--- config.mk ---
export PLATFORM = sky130hd
export DESIGN_NAME = reg_file_sb
export DESIGN_NICKNAME = d
export VERILOG_FILES = /design/src/rtl/regfile_pkg.sv /design/src/rtl/reg_scoreboard.sv /design/src/rtl/reg_file_sb.sv
export SDC_FILE = /design/constraint.sdc
export NUM_CORES = 2
export LEC_CHECK = 0
export CORE_MARGIN = 3
export CORE_UTILIZATION = 35
export DETAILED_ROUTE_END_ITERATION = 16
export PLACE_DENSITY_LB_ADDON = 0.15
export REMOVE_ABC_BUFFERS = 1
export SYNTH_ARGS = -nofsm -noshare
export SYNTH_HDL_FRONTEND = slang
export SYNTH_HIERARCHICAL = 1
export SYNTH_SLANG_ARGS = --single-unit
--- constraint.sdc ---
create_clock -name clk -period 5 [get_ports clk]
set_input_delay 1 -clock clk [delete_from_list [all_inputs] [get_ports clk]]
set_output_delay 1 -clock clk [all_outputs]
set_load 0.03 [all_outputs]
--- src/rtl/regfile_pkg.sv ---
// Shared constants and types for the general-purpose register file.
package regfile_pkg;

    localparam int unsigned NUM_REGS = 32;
    localparam int unsigned ADDR_W   = $clog2(NUM_REGS);
    localparam int unsigned DATA_W   = 32;

    typedef logic [ADDR_W-1:0] reg_addr_t;
    typedef logic [DATA_W-1:0] word_t;

    localparam reg_addr_t ZERO_REG = '0;

endpackage

--- src/rtl/reg_scoreboard.sv ---
// Pending-write scoreboard: one bit per register, set at issue, cleared at writeback.
module reg_scoreboard
    import regfile_pkg::*;
(
    input  logic                clk,
    input  logic                reset,
    input  logic                issue_en,
    input  reg_addr_t           issue_addr,
    input  logic                wr_en,
    input  reg_addr_t           wr_addr,
    input  reg_addr_t           rs_addr,
    input  reg_addr_t           rt_addr,
    output logic [NUM_REGS-1:0] pending,
    output logic                rs_pend,
    output logic                rt_pend
);

    logic [NUM_REGS-1:0] pendingNext;

    always_comb begin
        pendingNext = pending;
        for (int unsigned k = 1; k < NUM_REGS; k++) begin
            // A newly issued producer supersedes one retiring in the same cycle.
            if (issue_en && issue_addr == reg_addr_t'(k)) begin
                pendingNext[k] = 1'b1;
            end else if (wr_en && wr_addr == reg_addr_t'(k)) begin
                pendingNext[k] = 1'b0;
            end
        end
        pendingNext[0] = 1'b0;
    end

    always_ff @(posedge clk) begin
        if (reset) begin
            pending <= '0;
        end else begin
            pending <= pendingNext;
        end
    end

    // A register retiring this cycle is covered by the read bypass, so it does not count.
    assign rs_pend = pending[rs_addr] && !(wr_en && wr_addr == rs_addr);
    assign rt_pend = pending[rt_addr] && !(wr_en && wr_addr == rt_addr);

endmodule

--- src/rtl/reg_file_sb.sv ---
// 32-entry register file with two bypassed combinational read ports and hazard stall.
module reg_file_sb
    import regfile_pkg::*;
(
    input  logic                clk,
    input  logic                reset,
    input  reg_addr_t           rs_addr,
    input  reg_addr_t           rt_addr,
    input  logic                rs_used,
    input  logic                rt_used,
    output word_t               rs_data,
    output word_t               rt_data,
    input  logic                wr_en,
    input  reg_addr_t           wr_addr,
    input  word_t               wr_data,
    input  logic                issue_en,
    input  reg_addr_t           issue_addr,
    output logic                stall,
    output logic [NUM_REGS-1:0] pending
);

    word_t regs [NUM_REGS];
    logic  wrLive;
    logic  rsPendEff;
    logic  rtPendEff;

    assign wrLive = wr_en && (wr_addr != ZERO_REG);

    always_ff @(posedge clk) begin
        if (reset) begin
            for (int i = 0; i < NUM_REGS; i++) begin
                regs[i] <= '0;
            end
        end else if (wrLive) begin
            regs[wr_addr] <= wr_data;
        end
    end

    assign rs_data = (rs_addr == ZERO_REG)            ? '0      :
                     (wrLive && wr_addr == rs_addr)   ? wr_data : regs[rs_addr];
    assign rt_data = (rt_addr == ZERO_REG)            ? '0      :
                     (wrLive && wr_addr == rt_addr)   ? wr_data : regs[rt_addr];

    reg_scoreboard u_scoreboard (
        .clk        (clk),
        .reset      (reset),
        .issue_en   (issue_en),
        .issue_addr (issue_addr),
        .wr_en      (wr_en),
        .wr_addr    (wr_addr),
        .rs_addr    (rs_addr),
        .rt_addr    (rt_addr),
        .pending    (pending),
        .rs_pend    (rsPendEff),
        .rt_pend    (rtPendEff)
    );

    assign stall = (rs_used && rsPendEff) || (rt_used && rtPendEff);

endmodule

## After elaboration in Yosys (flattened, before gate mapping)

Memories as Yosys holds them, arrays and structs flattened.
Cells that the tools add are included.
W data, S select, Z words.

| storage, ports and cells | value |
|---|---|
| memories kept | 1 |
| register bits after elaboration | 32 |
| bits of input ports | 58 |
| memory bits (writable) | 1,024 |

| cells by class | value |
|---|---|
| mux-type cells | 78 |
| reductions and logical operators | 109 |
| $lt $le $gt $ge | 2 |
| eq/ne operators | 64 |

Memories:

| name | words | bits a word | rd ports | clocked after memory_dff | wr ports | RTL line | source |
|---|---|---|---|---|---|---|---|
| regs | 32 | 32 | 2 | 0 | 32 | reg_file_sb.sv:22 | `word_t regs [NUM_REGS];` |

Operator list:

| cell | count |
|---|---|
| $eq A5 B5 Y1 const B | 32 |
| $mux W32 | 5 |
| $eq A5 B4 Y1 const B | 16 |
| $logic_and A1 B1 Y1 | 71 |
| $mux W1 | 70 |
| $reduce_bool A2 Y1 | 31 |
| $eq A5 B3 Y1 const B | 8 |
| $reduce_or A32 Y1 | 1 |
| $eq A5 B2 Y1 const B | 4 |
| $lt A5 B6 Y1 const B | 2 |
| $bmux W1 S5 | 2 |
| $eq A5 B1 Y1 const B | 2 |
| $eq A5 B5 Y1 | 2 |
| $logic_not A5 Y1 | 2 |
| $mux W5 | 1 |
| $reduce_bool A5 Y1 | 1 |
| $logic_not A1 Y1 | 2 |
| $logic_or A1 B1 Y1 | 1 |

## Logic depth before layout (Yosys ltp)

| logic depth | value |
|---|---|
| word-level depth | 7 |
| depth in mapped cells | 11 |
| gate-level depth less buffers | 6 |

## By module

The synthesis kept the hierarchy.

By module, submodules not included:

| module | times used | cells an instance | area each (sq um) |
|---|---|---|---|
| reg_file_sb | 1 | 3,824 | 55,585.8 |
| reg_scoreboard | 1 | 246 | 2,014.4 |

## Least setup slack after synthesis

OpenSTA, ideal clock, no wires.

| timing | value |
|---|---|
| path kind | input port to output port |
| from | input port rs_addr[0] |
| to | output port rs_data[2] |
| required time | 4,000 ps |
| arrival time | 2,992 ps |
| buffers on the path | 5 |
| slack | 1,008 ps |
| stages | 11 |
| cell sequence | buf_6 buf_12 buf_12 buf_8 buf_8 mux2i_1 a221oi_1 o21ai_0 nand2_1 nor3b_1 nor3_1 |

| on the way | value |
|---|---|
| cells in the longest elaborated chain, start to end | 4 |
| elaborated cells between the ends (all ways) | 6 |

Ends and longest elaborated chain:

| item | RTL line | source |
|---|---|---|
| start, declared | reg_file_sb.sv:7 | `input reg_addr_t rs_addr,` |
| branches (longest 3 deep; another with $mem_v2 Z32 W32) | n/a |  |
| $mux W32 (*) | reg_file_sb.sv:39 | `assign rs_data = (rs_addr == ZERO_REG) ? '0 :` |
| end, declared | reg_file_sb.sv:11 | `output word_t rs_data,` |

Mark *: on every way between the ends.

## Worst setup path in the final report

| timing | value |
|---|---|
| from | input port wr_addr[0] |
| to | output port rs_data[13] |

| on the way | value |
|---|---|
| cells in the longest elaborated chain, start to end | 5 |
| elaborated cells between the ends (all ways) | 6 |

Ends and longest elaborated chain:

| item | RTL line | source |
|---|---|---|
| start, declared | reg_file_sb.sv:14 | `input reg_addr_t wr_addr,` |
| $reduce_bool A5 Y1 | reg_file_sb.sv:27 | `assign wrLive = wr_en && (wr_addr != ZERO_REG);` |
| $logic_and A1 B1 Y1 | reg_file_sb.sv:27 |  |
| $logic_and A1 B1 Y1 (*) | reg_file_sb.sv:40 | `(wrLive && wr_addr == rs_addr) ? wr_data : regs[rs_addr];` |
| $mux W32 (*) | reg_file_sb.sv:40 |  |
| $mux W32 (*) | reg_file_sb.sv:39 |  |

Every way passes the cells marked *; elsewhere a longest branch is shown, timed or not.

==> reports/qor.txt <==
Status: finished, final reports clean
Hold Violations, Final: 0
CP endpoint: rs_data[13]
Worst slew pin tran: 1.02 ns
RePlAce Congestion: 0.859
Setup Skew: 0 ns
RSZ-0062 raised after global routing: no
Number of synthesized flops with an enable pin: 1024
DP Cell Count: 6312
Fin crit period: 4.95 ns
Max Freq: 0.202 GHz
Synth Instances: 4070
Post-CTS Setup Inserts: 0
Leak: 23.7 nW
Final-report setup violation count: 0
Sum Neg Setup Slack: 0 ns
Setup CP Type: in2out
Yosys reg bits: 1055
Cell taking the most area after synthesis: edfxtp_1
Maximum VDD drop: 267 uV
Clock tree sinks: 1055
# IOs: 155
FP Rows: 148
Pin count of the biggest net entering global routing: 66
# port buffers: 153
Commonest cells post-synth: edfxtp_1, and2_1, mux4_2
Worst R2R End: u_scoreboard/pending[2]
Number of cells upsized or downsized after cts: 4
Filler cells: 14800
Final Non-Filler Cells: 6541
Initial antenna violation count: 32
Final Max Tran Viols: 0
Iteration count of the initial detailed-routing pass: 6
Post-Syn Area: 57600 um^2
YS warnings: 6
Crit path capture type: primary output
CTS root buf: clkbuf_16
Seq/Total Area, Yosys: 0.545
Initial Util: 0.353
Setup crit start: wr_addr[0]
Area grow syn2layout: 17.1%
Fraction of registers with async set/reset: 0
Reg2Reg Launch Point: u_scoreboard/pending[2]
Slew HR: 0.314
Main area contributors after synthesis: edfxtp_1, mux4_2, and2_1
Arrival @ worst endpoint: 3.95 ns
Mapped Avg Cell Area: 14.2 um^2
Yosys cell types: 70
1st-iter DRT viols: 5418
Nets: 4317
GRT Overall Usage: 0.281
Via Count: 39600
Num CTS Buffers: 120
Max Root-Sink Buffers: 3
Worst R2R Path Depth: 2
Vias in the first global route: 39000
Total power: 22.6 mW
Drt wl/cell: 36.8 um
Chip width: 412 um
Min-delay worst type: reg2reg
Area of the core: 163000 um^2
CP required: 4.00 ns
Share of layout cells above drive strength 1: 0.237
Worst setup SP type: primary input
Grt total ovfl: 0
Drt drc: 0
Final worst path period share: 0.990
Most used standard cell by instance count after synthesis: edfxtp_1
Global-route wire length before repair: 330000 um
Maxcap violations: 0
Worst skew pair latency: 0.73 ns
H-tree depth: 3
WL final: 241000 um
Hold-fix buffers, CTS: 0
Ys flop type: edfxtp_1
Die ar.: 169000 um^2
Max FO, Critical Path: 12
Clock Pin Slew Worst Setup and Hold Paths: 0.06 ns
Die height: 412 um
ANT nets after route: 0
CTS tree: built
R2r setup slk: 4.24 ns
Power Dens Cells: 334 nW/um^2
Routed vias/inst: 6.06
HPWL Detailed: 149000 um
Yosys top cell area share: 0.534
## layer usage
metal,part of all wire,routed length [um],vias to the layer above,global-route usage
li1,-,-,16000,-
met1,0.41,99500,20900,0.392
met2,0.46,111000,2354,0.439
met3,0.091,21900,390,0.0529
met4,0.033,8050,4,0.0944
met5,0.00011,26,-,0
## layout make-up
type	instances	area (um^2)	share of cell area
clock inverter	84	596	0.00883
tap	2175	2720	0.0403
timing repair buffer	466	5180	0.0767
inverter	6	22.5	0.000334
sequential	1055	31400	0.465
antenna	5	12.5	0.000186
multi-input combinational	2610	24400	0.362
clock buffer	140	3140	0.0466
## how the worst min path moves through the flow
stage / startpoint / endpoint / slack, ns / depth (start not counted)
5_1_grt: u_scoreboard/pending[10] / u_scoreboard/pending[10] / 0.55 / 2
4_1_cts: u_scoreboard/pending[23] / u_scoreboard/pending[23] / 0.53 / 2
3_5_place_dp: u_scoreboard/pending[8] / u_scoreboard/pending[8] / 0.52 / 2
3_3_place_gp: u_scoreboard/pending[8] / u_scoreboard/pending[8] / 0.52 / 2
2_1_floorplan: u_scoreboard/pending[8] / u_scoreboard/pending[8] / 0.62 / 2
6_report: u_scoreboard/pending[22] / u_scoreboard/pending[22] / 0.53 / 2
## layout by cell type (no fill, tap or decap), types with 69 or more instances in the layout
master | Yosys | routed
buf_12 | 8 | 116
edfxtp_1 | 1024 | 1024
mux4_2 | 344 | 344
buf_4 | 16 | 266
nand2_1 | 113 | 113
clkbuf_16 | 0 | 123
nor2_1 | 103 | 69
and2_1 | 995 | 994
o22ai_1 | 72 | 72
mux2i_1 | 254 | 254
clkdlybuf4s50_1 | 0 | 77
## worst max-delay path, stage by stage
cell,delay (ns)
clkdlybuf4s50_1,0.77
o31ai_4,0.16
nor4_2,0.41
nand3_4,0.32
buf_4,0.33
and4_1,0.19
nor3_1,0.52
buf_12,0.20
## cell families (layout without fill, tap and decap cells)
family / after synthesis / in the layout / synth area share
simple gates: 1370 / 1370 / 0.139
compound gates: 489 / 489 / 0.0620
flops: 1055 / 1055 / 0.545
other cells: 2 / 38 / 0.000130
mux: 698 / 698 / 0.211
xor+xnor: 20 / 20 / 0.00304
buf+inv: 436 / 696 / 0.0393
## where the power goes
group | leakage [nW] | internal, mW | switching [mW]
Clock | 1.85 | 4.86 | 3.82
Combinational | 11.9 | 1.43 | 2.02
Sequential | 10.0 | 10.2 | 0.247
## flip-flops by register name, indices dropped and copies added, names as in the netlist
register / cells
regs: 1024
u_scoreboard/pending: 31
## stage by stage
stage	hold WS, ns	util	cell area (um^2)	setup slack [ns]
floorplan	0.615	-	55500	-0.292
global placement	0.516	0.390	63700	-0.457
detailed placement	0.520	0.390	63700	-0.528
CTS	0.531	0.413	67400	0.0572
global route	0.553	0.413	67400	0.0128
finish	0.530	0.413	67400	0.0487
Note: power is estimated with default switching activity, not from simulation.
